$ cat config.mk
export PLATFORM = sky130hd
export DESIGN_NAME = perf_counter_bank_flat
export DESIGN_NICKNAME = d
export VERILOG_FILES = /design/src/rtl/perf_counter_pkg.sv /design/src/rtl/perf_counter_if.sv /design/src/rtl/perf_counter_channel.sv /design/src/rtl/perf_counter_bank.sv /design/src/flat_wrapper.sv
export SDC_FILE = /design/constraint.sdc
export NUM_CORES = 1
export LEC_CHECK = 0
export ABC_CLOCK_PERIOD_IN_PS = 4600
export CELL_PAD_IN_SITES_DETAIL_PLACEMENT = 1
export CELL_PAD_IN_SITES_GLOBAL_PLACEMENT = 1
export CORE_MARGIN = 2
export CORE_UTILIZATION = 45
export DETAILED_ROUTE_END_ITERATION = 16
export PLACE_DENSITY_LB_ADDON = 0.1
export SETUP_SLACK_MARGIN = 0.5
export SYNTH_ARGS = -nofsm -noshare
export SYNTH_HDL_FRONTEND = slang
export SYNTH_SLANG_ARGS = --single-unit
export TNS_END_PERCENT = 5
$ cat constraint.sdc
create_clock -name clk -period 4.6 [get_ports clk]
set_input_delay 0.92 -clock clk [delete_from_list [all_inputs] [get_ports clk]]
set_output_delay 0.92 -clock clk [all_outputs]
set_load 0.02 [all_outputs]
$ cat src/rtl/perf_counter_pkg.sv
// Shared constants and config helpers for the performance counter bank.
// All register addresses are 6-bit word addresses.
package perf_counter_pkg;

   localparam int ADDR_WIDTH = 6;

   localparam logic [ADDR_WIDTH-1:0] COUNT_BASE   = 6'd0;
   localparam logic [ADDR_WIDTH-1:0] STATUS_ADDR  = 6'd32;
   localparam logic [ADDR_WIDTH-1:0] CONTROL_ADDR = 6'd33;

   localparam int CFG_ENABLE_BIT = 0;
   localparam int CFG_EDGE_BIT   = 1;
   localparam int CFG_SEL_LSB    = 8;
   localparam int SEL_WIDTH      = 6;

   localparam int CTRL_ENABLE_BIT = 0;
   localparam int CTRL_CLEAR_BIT  = 1;

   typedef struct packed {
      logic [SEL_WIDTH-1:0] sel;
      logic                 edge_mode;
      logic                 enable;
   } channel_cfg_t;

   // Channel i owns the pair of words starting at COUNT_BASE + 2i.
   function automatic logic [ADDR_WIDTH-1:0] count_addr(input int ch);
      return ADDR_WIDTH'(int'(COUNT_BASE) + 2 * ch);
   endfunction

   function automatic logic [ADDR_WIDTH-1:0] cfg_addr(input int ch);
      return ADDR_WIDTH'(int'(COUNT_BASE) + 2 * ch + 1);
   endfunction

   function automatic channel_cfg_t unpack_cfg(input logic [31:0] word);
      channel_cfg_t c;
      c.enable    = word[CFG_ENABLE_BIT];
      c.edge_mode = word[CFG_EDGE_BIT];
      c.sel       = word[CFG_SEL_LSB +: SEL_WIDTH];
      return c;
   endfunction

   function automatic logic [31:0] pack_cfg(input channel_cfg_t c);
      logic [31:0] w;
      w                            = '0;
      w[CFG_ENABLE_BIT]            = c.enable;
      w[CFG_EDGE_BIT]              = c.edge_mode;
      w[CFG_SEL_LSB +: SEL_WIDTH]  = c.sel;
      return w;
   endfunction

endpackage

$ cat src/rtl/perf_counter_if.sv
// One-cycle register port between the control register unit and the counter bank.
interface perf_counter_if;
   import perf_counter_pkg::*;

   logic                  reg_write_en;
   logic                  reg_read_en;
   logic [ADDR_WIDTH-1:0] reg_addr;
   logic [31:0]           reg_write_data;
   logic [31:0]           reg_read_data;

   modport master (
      output reg_write_en,
      output reg_read_en,
      output reg_addr,
      output reg_write_data,
      input  reg_read_data
   );

   modport slave (
      input  reg_write_en,
      input  reg_read_en,
      input  reg_addr,
      input  reg_write_data,
      output reg_read_data
   );

endinterface

$ cat src/rtl/perf_counter_channel.sv
// One counter channel: config register, event qualifier, wrap detection and
// the clear-all > software write > increment priority chain.
module perf_counter_channel
   import perf_counter_pkg::*;
#(
   parameter int NUM_EVENTS = 16,
   parameter int WIDTH      = 32
) (
   input  logic                  clk,
   input  logic                  reset_n,
   input  logic                  global_enable,
   input  logic                  clear_all,
   input  logic                  count_write,
   input  logic                  cfg_write,
   input  logic [WIDTH-1:0]      load_value,
   input  channel_cfg_t          cfg_value,
   input  logic [NUM_EVENTS-1:0] event_in,
   input  logic [NUM_EVENTS-1:0] event_prev,
   output logic [WIDTH-1:0]      count,
   output channel_cfg_t          cfg,
   output logic                  overflow_set
);

   logic [63:0] event_wide;
   logic [63:0] prev_wide;
   logic        event_hit;
   logic        event_was;
   logic        qualified;

   // Zero-extending to the full select range makes out-of-range selects read as 0.
   assign event_wide = 64'(event_in);
   assign prev_wide  = 64'(event_prev);
   assign event_hit  = event_wide[cfg.sel];
   assign event_was  = prev_wide[cfg.sel];

   assign qualified    = global_enable && cfg.enable && event_hit
                         && !(cfg.edge_mode && event_was);
   assign overflow_set = qualified && (count == {WIDTH{1'b1}})
                         && !clear_all && !count_write;

   always_ff @(posedge clk or negedge reset_n) begin
      if (!reset_n) begin
         count <= '0;
      end else if (clear_all) begin
         count <= '0;
      end else if (count_write) begin
         count <= load_value;
      end else if (qualified) begin
         count <= count + WIDTH'(1);
      end
   end

   always_ff @(posedge clk or negedge reset_n) begin
      if (!reset_n) begin
         cfg <= '0;
      end else if (cfg_write) begin
         cfg <= cfg_value;
      end
   end

endmodule

$ cat src/rtl/perf_counter_bank.sv
// Bank of event counters with a one-cycle register port, sticky overflow
// status and a registered overflow interrupt.
module perf_counter_bank
   import perf_counter_pkg::*;
#(
   parameter int NUM_COUNTERS = 4,
   parameter int NUM_EVENTS   = 16,
   parameter int WIDTH        = 32
) (
   input  logic                  clk,
   input  logic                  reset_n,
   input  logic [NUM_EVENTS-1:0] event_in,
   perf_counter_if.slave         bus,
   output logic                  overflow_irq
);

   logic [NUM_EVENTS-1:0]   event_prev;
   logic                    global_enable;
   logic [NUM_COUNTERS-1:0] status;
   logic [NUM_COUNTERS-1:0] overflow_set;
   logic [NUM_COUNTERS-1:0] clear_mask;
   logic                    control_write;
   logic                    status_write;
   logic                    clear_all;
   channel_cfg_t            new_cfg;
   logic [31:0]             count_word [NUM_COUNTERS];
   logic [31:0]             cfg_word   [NUM_COUNTERS];
   logic [31:0]             read_value;
   logic                    unused_write_bits;

   assign control_write     = bus.reg_write_en && (bus.reg_addr == CONTROL_ADDR);
   assign status_write      = bus.reg_write_en && (bus.reg_addr == STATUS_ADDR);
   assign clear_all         = control_write && bus.reg_write_data[CTRL_CLEAR_BIT];
   assign clear_mask        = status_write ? bus.reg_write_data[NUM_COUNTERS-1:0] : '0;
   assign new_cfg           = unpack_cfg(bus.reg_write_data);
   assign unused_write_bits = ^bus.reg_write_data;

   for (genvar i = 0; i < NUM_COUNTERS; i++) begin : g_channel
      logic [WIDTH-1:0] count;
      channel_cfg_t     cfg;
      logic             count_write;
      logic             cfg_write;

      assign count_write = bus.reg_write_en && (bus.reg_addr == count_addr(i));
      assign cfg_write   = bus.reg_write_en && (bus.reg_addr == cfg_addr(i));

      perf_counter_channel #(
         .NUM_EVENTS (NUM_EVENTS),
         .WIDTH      (WIDTH)
      ) u_channel (
         .clk           (clk),
         .reset_n       (reset_n),
         .global_enable (global_enable),
         .clear_all     (clear_all),
         .count_write   (count_write),
         .cfg_write     (cfg_write),
         .load_value    (bus.reg_write_data[WIDTH-1:0]),
         .cfg_value     (new_cfg),
         .event_in      (event_in),
         .event_prev    (event_prev),
         .count         (count),
         .cfg           (cfg),
         .overflow_set  (overflow_set[i])
      );

      assign count_word[i] = 32'(count);
      assign cfg_word[i]   = pack_cfg(cfg);
   end

   // Edge samples run every cycle so a channel switched to edge mode sees true history.
   always_ff @(posedge clk or negedge reset_n) begin
      if (!reset_n) begin
         event_prev    <= '0;
         global_enable <= 1'b0;
      end else begin
         event_prev <= event_in;
         if (control_write) begin
            global_enable <= bus.reg_write_data[CTRL_ENABLE_BIT];
         end
      end
   end

   // A new overflow wins over a write-1-clear landing in the same cycle.
   always_ff @(posedge clk or negedge reset_n) begin
      if (!reset_n) begin
         status       <= '0;
         overflow_irq <= 1'b0;
      end else begin
         status       <= (status & ~clear_mask) | overflow_set;
         overflow_irq <= |status;
      end
   end

   always_comb begin
      read_value = '0;
      for (int c = 0; c < NUM_COUNTERS; c++) begin
         if (bus.reg_addr == count_addr(c)) read_value = count_word[c];
         if (bus.reg_addr == cfg_addr(c))   read_value = cfg_word[c];
      end
      if (bus.reg_addr == STATUS_ADDR)  read_value = 32'(status);
      if (bus.reg_addr == CONTROL_ADDR) read_value = {31'b0, global_enable};
   end

   always_ff @(posedge clk or negedge reset_n) begin
      if (!reset_n) begin
         bus.reg_read_data <= '0;
      end else if (bus.reg_read_en) begin
         bus.reg_read_data <= read_value;
      end
   end

endmodule

$ cat src/flat_wrapper.sv
// flat-port wrapper written by rule: the top's interface ports become plain ports
module perf_counter_bank_flat import perf_counter_pkg::*;
#(
   parameter int NUM_COUNTERS = 4,
   parameter int NUM_EVENTS   = 16,
   parameter int WIDTH        = 32
)
  (clk, reset_n, event_in, overflow_irq, bus_reg_write_en, bus_reg_read_en, bus_reg_addr, bus_reg_write_data, bus_reg_read_data);
  perf_counter_if bus_i ();
  input  logic clk;
  input  logic reset_n;
  input  logic [NUM_EVENTS-1:0] event_in;
  output logic overflow_irq;
  input wire logic [$bits(bus_i.reg_write_en)-1:0] bus_reg_write_en;
  input wire logic [$bits(bus_i.reg_read_en)-1:0] bus_reg_read_en;
  input wire logic [$bits(bus_i.reg_addr)-1:0] bus_reg_addr;
  input wire logic [$bits(bus_i.reg_write_data)-1:0] bus_reg_write_data;
  output wire logic [$bits(bus_i.reg_read_data)-1:0] bus_reg_read_data;
  assign bus_i.reg_write_en = bus_reg_write_en;
  assign bus_i.reg_read_en = bus_reg_read_en;
  assign bus_i.reg_addr = bus_reg_addr;
  assign bus_i.reg_write_data = bus_reg_write_data;
  assign bus_reg_read_data = bus_i.reg_read_data;
  perf_counter_bank #(.NUM_COUNTERS(NUM_COUNTERS), .NUM_EVENTS(NUM_EVENTS), .WIDTH(WIDTH)) u_core (.clk(clk), .reset_n(reset_n), .event_in(event_in), .bus(bus_i), .overflow_irq(overflow_irq));
endmodule
# Word-level counts from Yosys, hierarchy flattened
# Cells that the tools add are included.
# op_classes
addsub,4
magnitude_cmp,4
eq_ne,13
muxes,39
bitwise,3
n_reduce_logical,54
# ops
cell,count
$mux W32,22
$add A32 B1 Y32 const B,4
$eq A32 B32 Y1 const B,4
$bmux W1 S6,8
$logic_and A1 B1 Y1,39
$lt A6 B7 Y1 const B,4
$eq A6 B3 Y1 const B,4
$eq A6 B2 Y1 const B,2
$eq A6 B6 Y1 const B,2
$reduce_bool A3 Y1,4
$logic_not A1 Y1,9
$mux W1,8
$eq A6 B1 Y1 const B,1
$logic_not A6 Y1,1
$and A4 B4 Y4,1
$mux W4,1
$not A4 Y4,1
$or A4 B4 Y4,1
$reduce_or A4 Y1,1
# totals
reg_bits,214
inputBits,58
out_inout_bits,33
elab_cells,138

# Logic depth before layout (Yosys ltp)
# Gate-level depths: netlist of the first run.
# depth
word_depth,11
depth_mapped,11
ltp_nobuf,8

# Hierarchy
# From an unflattened synthesis of the first run, not the netlist that was laid out.
# hier_totals
cells_unflattened,1698
area_unflattened_um2,15228.4
# modules_own_cells
module,n_inst,cells_each,area_per_inst_um2,seq_area_each_um2
perf_counter_channel at u_core.g_channel[2].u_channel ...,2,357,3035.4,1001.0
perf_counter_channel at u_core.g_channel[0].u_channel ...,2,327,2929.1,1001.0
perf_counter_bank,1,330,3299.4,1351.3

# Worst setup path before layout of the first run
# No wires, ideal clock.
# synth_timing
path_type,input port to flip-flop
from,in bus_reg_addr[3]
to,reg u_core.bus.reg_read_data[14]
arrival_ns,2.500
required_time_ns,4.465
setup_slack_ns,1.965
cell_stages,6
n_path_buf,2
cell_sequence,or4b_2 o21ai_1 or2_0 clkbuf_1 buf_2 o22ai_1
# synth_between
elab_chain_cells,11
word_cells_on_any_way,20
cone_classes,9 x eq/ne; 10 x mux; 1 x reduce/logical
# synth_rtl
item,line,text
"start, declared",flat_wrapper.sv:16,input wire logic [$bits(bus_i.reg_addr)-1:0] bus_reg_addr;
$logic_not A6 Y1,perf_counter_bank.sv:97,if (bus.reg_addr == count_addr(c)) read_value = count_word[c];
$mux W32,perf_counter_bank.sv:97,
$mux W32,perf_counter_bank.sv:98,if (bus.reg_addr == cfg_addr(c)) read_value = cfg_word[c];
$mux W32,perf_counter_bank.sv:97,
$mux W32,perf_counter_bank.sv:98,
$mux W32,perf_counter_bank.sv:97,
$mux W32,perf_counter_bank.sv:98,
$mux W32,perf_counter_bank.sv:97,
$mux W32,perf_counter_bank.sv:98,
$mux W32,perf_counter_bank.sv:100,if (bus.reg_addr == STATUS_ADDR) read_value = 32'(status);
$mux W32 *,perf_counter_bank.sv:101,"if (bus.reg_addr == CONTROL_ADDR) read_value = {31'b0, global_enable};"
"end signal, assigned",perf_counter_bank.sv:108,bus.reg_read_data <= read_value;
"end, declared",perf_counter_if.sv:24,output reg_read_data
# Mark *: on every way between the ends. The rest lies on a longest branch, timed or not.
# A chain may end at the register's enable or synchronous reset.

# Worst setup path in the final report of the first run
# layout_timing
from,in bus_reg_addr[0]
to,reg u_core.g_channel[1].u_channel.count[28]
# layout_between
elab_chain_cells,4
word_cells_on_any_way,8
cone_classes,2 x eq/ne; 2 x mux; 4 x reduce/logical
# layout_rtl
item,line,text
$eq A6 B2 Y1 or $eq A6 B6 Y1 (tied branches),"perf_counter_bank.sv:44, perf_counter_bank.sv:31",
$logic_and A1 B1 Y1 (on tied branches),"perf_counter_bank.sv:44, perf_counter_bank.sv:31",
$mux W32 or $logic_and A1 B1 Y1 (tied branches),"perf_counter_channel.sv:46, perf_counter_bank.sv:33",
$mux W32 or $reduce_bool A3 Y1 (tied branches),-,
"end signal, assigned",perf_counter_channel.sv:47,count <= load_value;
"end signal, assigned",perf_counter_channel.sv:49,count <= count + WIDTH'(1);
"end, declared",perf_counter_channel.sv:19,"output logic [WIDTH-1:0] count,"
# Several ways; a longest one is shown, not always the timed one.

==> qor.csv, run 1 <==
stage,metric,value,unit
status,status,finished clean,
finish,diodes inserted,0,
synthesis,"top cells by area, synth","dfrtp_1 (39%), nand2_1 (5.1%), mux2_2 (4.5%), a21oi_1 (4.3%), o21ai_0 (3.5%)",
synthesis,Mapped Cells,1528,
timing,Final Cycle Share,78.8,%
synthesis,number of synthesis warnings,0,
finish,Fill cells,3433,
pwr,maximum vdd drop,0.241,mV
synthesis,Netlist cell types,96,
detailed_routing,mean number of vias per cell,6.81,
finish,Util after Layout,52.9,%
worst_setup_path,worst path cell trace,clkdlybuf4s50_1 > buf_4 > and3b_1 > and2_1 > o21ai_1 > nand2_1 > nand2_1 > o21ai_0,
die,floorplan core area,0.0297,sq mm
timing,Tmin final,3.62,ns
place,Placed Instances,1938,
worst_setup_path,worst path buffer plus inverter count,2,
finish,NumNets Final,1639,
clock_tree,maximum buffer depth of the clock tree,3,
clock_tree,post-CTS setup buffer count,0,
synthesis,most numerous cell in the Yosys netlist,dfrtp_1,
timing,Worst Max-Slew Pin Slew,1.16,ns
detailed_routing,DRT iter0 DRCs,1533,
timing,max_slew headroom,22.2,%
worst_setup_path,CP required,5.01,ns
worst_setup_path,element type at the critical path start,input port,
synthesis,"Async S/R FF share, synth",100,%
synthesis,dominant synthesized flop cell,dfrtp_1,
synthesis,Mapped Area,0.0136,sq mm
synthesis,Mapped Nets,1590,
finish,Final Non-Filler Cells,1985,
detailed_routing,final wirelength,54400,um
worst_hold_path,worst hold path type,in2async,
worst_setup_path,CP max stage cell,o21ai_1,
detailed_routing,ANT nets after route,0,
die,# rows,63,
finish,register area,0.00536,sq mm
die,die area,0.0317,sq mm
finish,share of layout cells above drive strength 1,12.2,%
place,PortBufs,90,
pwr,Cell Pwr Density,331,mW/mm^2
clock_tree,TritonCTS clock tree,done,
worst_setup_path,Worst path max stage delay,0.93,ns
job,max_cap viols,0,
timing,clk_skew,0.0114,ns
global_routing,first-pass GRT wire length,83200,um
pwr,Pleak,6.06,nW
timing,setup TNS,0,ns
worst_setup_path,crit end category,flip-flop,
worst_setup_path,CP Data Arrival Time,4.03,ns
place,Post-DP HPWL,38600,um
synthesis,dominant cell type by area after synthesis,dfrtp_1,
global_routing,GRT overflow,0,
synthesis,Synth top area share,39.3,%
clock_tree,hold_buf cts,0,
clock_tree,Root Buffer,clkbuf_16,
synthesis,#FFs+latches synth,214,
synthesis,mean area per synthesized cell,8.93,sq um
die,die span in y,178,um
clock_tree,Clock Latency Late Sink,0.55,ns
global_routing,largest net degree at the start of global routing,119,
clock_tree,post_cts resized,0,
detailed_routing,drt wl/cell,27.4,um
timing,Fmax achieved,276,MHz
global_routing,initial antenna violation count,1,
global_routing,number of global-route vias before repair,13500,
detailed_routing,DR vias,13500,
timing,RSZ-0062 raised after global routing,false,
clock_tree,Num Clock Sinks,214,
synthesis,list of most frequent post-synthesis cells,"dfrtp_1 (214), nand2_1 (186), a21oi_1 (118)",
timing,Final setup violation count,0,
clock_tree,H-tree Lvls,1,
worst_setup_path,Max Fanout on Critical Path,13,
timing,final hold violations,0,
clock_tree,total CTS buffers,27,
detailed_routing,Residual DRC,0,
finish,Area Overhead vs Synth,15.2,%
timing,Final Max Tran Viols,0,
place,Final GP Congestion,0.919,
worst_setup_path,"most used cell, CP",nand2_1,
worst_setup_path,Crit Path Category,in2reg,
global_routing,Total GRT Usage,34.7,%
worst_setup_path,"CP delay by family, top",simple AND/OR/NAND/NOR gates,
synthesis,number of enable flip-flop cells after synthesis,0,
die,DIE WIDTH,178,um
die,initial core utilization,45.9,%
pwr,Tot Pwr,5.21,mW
detailed_routing,drt pass-1 iters,7,
clock_tree,Worst-path clk slew,0.06,ns
die,Top Ports,91,
finish,area taken by multi-input logic gates,0.00761,sq mm
synthesis,"Seq/Total Area, Yosys",39.3,%
[where the power goes]
part	internal (mW)	switching, mW	total (mW)	leakage, nW
combinational	0.353	0.472	0.824	2.81
clock	1.23	0.876	2.10	0.420
sequential	2.03	0.251	2.28	2.83
total	3.61	1.60	5.21	6.06
[area by class of cell]
cell class / instances / share of cell area [%]
Timing Repair Buffer: 128 / 7.79
Tap cell: 390 / 3.11
Multi-Input combinational cell: 1158 / 48.4
Inverter: 48 / 1.15
Clock buffer: 40 / 4.99
Clock inverter: 7 / 0.438
Sequential cell: 214 / 34.1
[per-layer routing]
layer | share of wire [%] | GRT usage, % | up-vias
met1 | 42 | 48.4 | 6895
met2 | 45 | 53.6 | 639
met5 | 0 | 0 | -
li1 | - | - | 5871
met3 | 9.8 | 8.91 | 106
met4 | 2.6 | 9.05 | 0
[kinds of logic (layout without fill, tap and decap cells)]
group / after synthesis / after routing / share of synthesized area, %
DFF: 214 / 214 / 39.3
xor gates and xnor gates: 30 / 30 / 1.93
adders and majority gates: 4 / 4 / 0.367
and+or+nand+nor: 545 / 545 / 20.4
muxes: 90 / 90 / 9.06
AOI/OAI and AO/OA: 489 / 489 / 23.7
buffers and inverters: 156 / 223 / 5.26
[cells in the final DEF (no fill, tap or decap), types with 5 or more instances in the layout]
cell             netlist  routed
a211oi_1               8       8
a21boi_0              30      30
a21oi_1              118     118
a222oi_1              22      22
a22o_1                 6       6
a22oi_1               12      12
a311oi_1               5       5
a31oi_1               15      15
a32oi_1               11      11
and2_1                14      14
and3_1                21      21
and4_1                 5       5
buf_4                  9      35
clkbuf_1              47       7
clkbuf_16              0      27
clkbuf_8               0       6
clkdlybuf4s50_1        0      88
dfrtp_1              214     214
inv_1                 46      46
mux2_2                54      54
mux2i_1               14      14
mux4_2                20      20
nand2_1              186     186
nand2b_1               7       7
nand3_1               92      90
nand4_1               33      33
nor2_1                67      65
nor2b_1                6       6
nor3_1                39      39
nor4_1                17      17
nor4_2                 5       5
o211ai_1              36      36
o21ai_0               96      96
o21ai_1               16      16
o22ai_1               39      39
o311ai_0               9       9
o31ai_1               18      18
or3_1                  9       9
or4_1                  6       6
xor2_1                28      28
[worst reg2reg max path, delay by kind of cell (launching register included)]
kind	cells	cell delay [ns]
flops	1	0.71
mux	1	0.55
compound gates	5	1.01
simple gates	1	0.42
buf+inv	1	0.24
[stage by stage]
| step | setup WS, ns | hold slack, ns | area, sq um |
|---|---|---|---|
| 6_report | 0.977 | 0.495 | 15700 |
| 5_1_grt | 0.912 | 0.550 | 15700 |
| 4_1_cts | 1.08 | 0.529 | 15700 |
| 3_5_place_dp | 0.522 | 0.518 | 14900 |
| 3_3_place_gp | 0.681 | 0.507 | 14900 |
| 2_1_floorplan | 1.97 | 0.455 | 13600 |
[path summary, 6_finish.rpt]
kind / startpoint / to / slack (ns) / cells past startpoint
max: bus_reg_addr[0] / u_core.g_channel[1].u_channel.count[28]$_DFFE_PN0P_ / 0.98 / 8
min: reset_n / u_core.bus.reg_read_data[13]$_DFFE_PN0P_ / 0.50 / 1
max reg2reg: u_core.g_channel[2].u_channel.cfg[1]$_DFFE_PN0P_ / u_core.g_channel[2].u_channel.count[29]$_DFFE_PN0P_ / 1.54 / 8
min reg2reg: u_core.bus.reg_read_data[11]$_DFFE_PN0P_ / u_core.bus.reg_read_data[11]$_DFFE_PN0P_ / 0.52 / 2
max in group asynchronous: reset_n / u_core.bus.reg_read_data[17]$_DFFE_PN0P_ / 3.22 / 2
min in group clk: u_core.bus.reg_read_data[11]$_DFFE_PN0P_ / u_core.bus.reg_read_data[11]$_DFFE_PN0P_ / 0.52 / 2
[registers in the layout, summed over array words and instances, names as in the netlist]
signal / cells
u_core.bus.reg_read_data: 32
u_core.g_channel.u_channel.cfg: 32
u_core.g_channel.u_channel.count: 128
u_core.status: 4
u_core.event_prev: 16
u_core.global_enable: 1
u_core.overflow_irq: 1
Power figures use the tool's default switching activity.
==> run 2: changes to the inputs <==
- ABC_CLOCK_PERIOD_IN_PS: 4600 -> 3700
- clock period: 4.6 -> 3.7 ns (I/O delays scaled with it)
==> qor.csv, run 2 (synthesis gave the netlist of run 1 again) <==
stage,metric,value,unit,change
clock_tree,Clock Latency Late Sink,0.56,ns,about the same
detailed_routing,drt wl/cell,26.7,um,-2.6%
worst_setup_path,crit end category,flip-flop,,
worst_setup_path,"most used cell, CP",buf_4,,
finish,NumNets Final,1658,,+1.2%
clock_tree,Root Buffer,clkbuf_16,,
clock_tree,total CTS buffers,26,,-3.7%
job,max_cap viols,0,,unchanged
timing,Fmax achieved,343,MHz,
worst_setup_path,element type at the critical path start,input port,,
die,DIE WIDTH,178,um,unchanged
global_routing,first-pass GRT wire length,81900,um,-1.6%
finish,biggest regs,"u_core.g_channel.u_channel.count x128, u_core.bus.reg_read_data x32, u_core.g_channel.u_channel.cfg x32",,
detailed_routing,mean number of vias per cell,6.70,,-1.5%
pwr,Pleak,6.16,nW,+1.6%
finish,diodes inserted,0,,unchanged
worst_setup_path,flop-to-flop setup slack,0.86,ns,-0.68 ns
worst_setup_path,Max Fanout on Critical Path,12,,-1
die,die span in y,178,um,unchanged
global_routing,largest net degree at the start of global routing,73,,-39%
clock_tree,Worst-path clk slew,0.07,ns,about the same
finish,Largest register FFs,128,,unchanged
pwr,internal power,4.52,mW,+25%
finish,"commonest non-fill, non-tap cell in the layout",dfrtp_1,,
clock_tree,hold_buf cts,0,,unchanged
die,Top Ports,91,,unchanged
finish,"Most flops, register",u_core.g_channel.u_channel.count,,
timing,Final Cycle Share,78.7,%,
timing,Final setup violation count,0,,unchanged
global_routing,GRT overflow,0,,unchanged
detailed_routing,ANT nets after route,0,,unchanged
finish,Area Overhead vs Synth,16.6,%,
timing,clk_skew,0.0159,ns,+0.00453 ns
worst_hold_path,worst hold path type,in2async,,
worst_setup_path,Worst R2R Start,u_core.g_channel[1].u_channel.cfg[1]$_DFFE_PN0P_,,
pwr,Comb power frac,15.8,%,about the same
die,# rows,63,,unchanged
worst_setup_path,reg-to-reg endpoint,u_core.g_channel[1].u_channel.count[17]$_DFFE_PN0P_,,
worst_setup_path,CP required,4.16,ns,-0.85 ns
worst_setup_path,Worst path max stage delay,0.60,ns,-0.33 ns
pwr,maximum vdd drop,0.407,mV,+69%
clock_tree,maximum buffer depth of the clock tree,3,,unchanged
global_routing,Total GRT Usage,34.0,%,-0.67 points
pwr,switching share of power,31.0,%,+0.32 points
pwr,sequential power share,43.4,%,-0.3 points
detailed_routing,top sig layer,met4,,
detailed_routing,drt pass-1 iters,6,,-1
place,Post-DP HPWL,38800,um,+0.74%
die,floorplan core area,0.0297,sq mm,unchanged
clock_tree,H-tree Lvls,1,,unchanged
detailed_routing,met1 WL,23700,um,+3.2%
finish,"commonest non-fill, non-tap cells in the layout","dfrtp_1 (214), nand2_1 (186), a21oi_1 (118)",,
timing,Worst Max-Slew Pin Slew,1.05,ns,-0.110 ns
timing,final hold violations,0,,unchanged
detailed_routing,met2 wire len,24000,um,-2.8%
pwr,P_sw,2.03,mW,+27%
timing,setup TNS,0,ns,unchanged
clock_tree,TritonCTS clock tree,done,,
place,PortBufs,90,,unchanged
finish,Util after Layout,53.5,%,+0.65 points
worst_setup_path,CP Data Arrival Time,3.37,ns,-0.66 ns
worst_setup_path,Register-to-Register Path Depth,7,,-1
worst_setup_path,worst path cell trace,clkdlybuf4s50_1 > nor4b_1 > buf_4 > and2_1 > buf_4 > o21ai_2 > nand2_2 > nand2_1 > o22ai_1,,
worst_setup_path,Crit Path Category,in2reg,,
die,die area,0.0317,sq mm,unchanged
detailed_routing,DR vias,13400,,-0.49%
clock_tree,post-CTS setup buffer count,0,,unchanged
detailed_routing,final wirelength,53600,um,-1.6%
place,Final GP Congestion,0.910,,-0.95%
status,status,finished clean,,
pwr,Cell Pwr Density,412,mW/mm^2,+24%
die,initial core utilization,45.9,%,unchanged
timing,RSZ-0062 raised after global routing,false,,
detailed_routing,Residual DRC,0,,unchanged
clock_tree,Num Clock Sinks,214,,unchanged
finish,share of layout cells above drive strength 1,13.7,%,+1.5 points
global_routing,initial antenna violation count,2,,+1
detailed_routing,met3 WL,4700,um,-12%
worst_setup_path,CP max stage cell,clkdlybuf4s50_1,,
timing,max_slew headroom,29.8,%,+7.6 points
pwr,clock share of power,40.8,%,+0.4 points
timing,Final Max Tran Viols,0,,unchanged
timing,Tmin final,2.91,ns,
clock_tree,post_cts resized,0,,unchanged
detailed_routing,DRT iter0 DRCs,1318,,-14%
global_routing,number of global-route vias before repair,13300,,-0.91%
[run 2: cell count changes in the layout (fill, tap and decap cells not counted), sizes merged]
| cell | change |
|---|---|
| inv | -1 |
| clkinvlp | +4 |
| buf | +20 |
| bufinv | +1 |
| clkinv | +4 |
| clkbuf | -7 |
[run 2: worst max-delay path, delay by kind of cell]
| family | cells | cell delay (ns) |
|---|---|---|
| AO/OA/AOI/OAI | 2 | 0.37 |
| buffers and inverters | 3 | 0.98 |
| AND/OR/NAND/NOR | 4 | 1.26 |
[run 2: worst max-delay path by stage]
stage                     from                                                   to
6_report       bus_reg_addr[5]  u_core.g_channel[3].u_channel.count[31]$_DFFE_PN0P_
5_1_grt        bus_reg_addr[3]  u_core.g_channel[3].u_channel.count[17]$_DFFE_PN0P_
4_1_cts        bus_reg_addr[3]  u_core.g_channel[3].u_channel.count[11]$_DFFE_PN0P_
3_5_place_dp   bus_reg_addr[3]  u_core.g_channel[3].u_channel.count[27]$_DFFE_PN0P_
3_3_place_gp   bus_reg_addr[3]  u_core.g_channel[3].u_channel.count[31]$_DFFE_PN0P_
2_1_floorplan  bus_reg_addr[3]             u_core.bus.reg_read_data[14]$_DFFE_PN0P_
[run 2: per-stage QoR]
step	cell area (sq um)	hold slack [ns]	cells	power, mW	setup WS (ns)
final	15900	0.138	2006	6.55	0.787
after detailed placement	15000	0.521	1958	3.88	0.254
after CTS	15900	0.176	2006	6.55	0.840
after global routing	15900	0.187	2006	6.76	0.627
after floorplan	13600	0.444	1528	3.37	1.25
after global placement	15000	0.513	1958	3.84	0.341
[run 2: routing by layer]
metal | GRT usage [%] | vias up
met5 | 0 | -
met1 | 48.8 | 6879
met4 | 7.65 | 0
met3 | 6.97 | 82
met2 | 52.8 | 562
li1 | - | 5922
[run 2: final cells by class]
type,count,area [sq um]
clock buffers,33,738
flip-flops and latches,214,5360
repair buffers,148,1390
multi-input cells,1158,7610
fillers,3452,13800
inverters,48,180
well taps,390,488
clock inverters,15,145
[run 2: power by group through the flow]
stage               clock [mW]  combinational (mW)  sequential [mW]
global placement             0               0.984             2.86
global route              2.78                1.12             2.86
finish                    2.67                1.04             2.84
detailed placement           0                1.02             2.87
CTS                       2.70                1.02             2.83
floorplan                    0               0.650             2.72
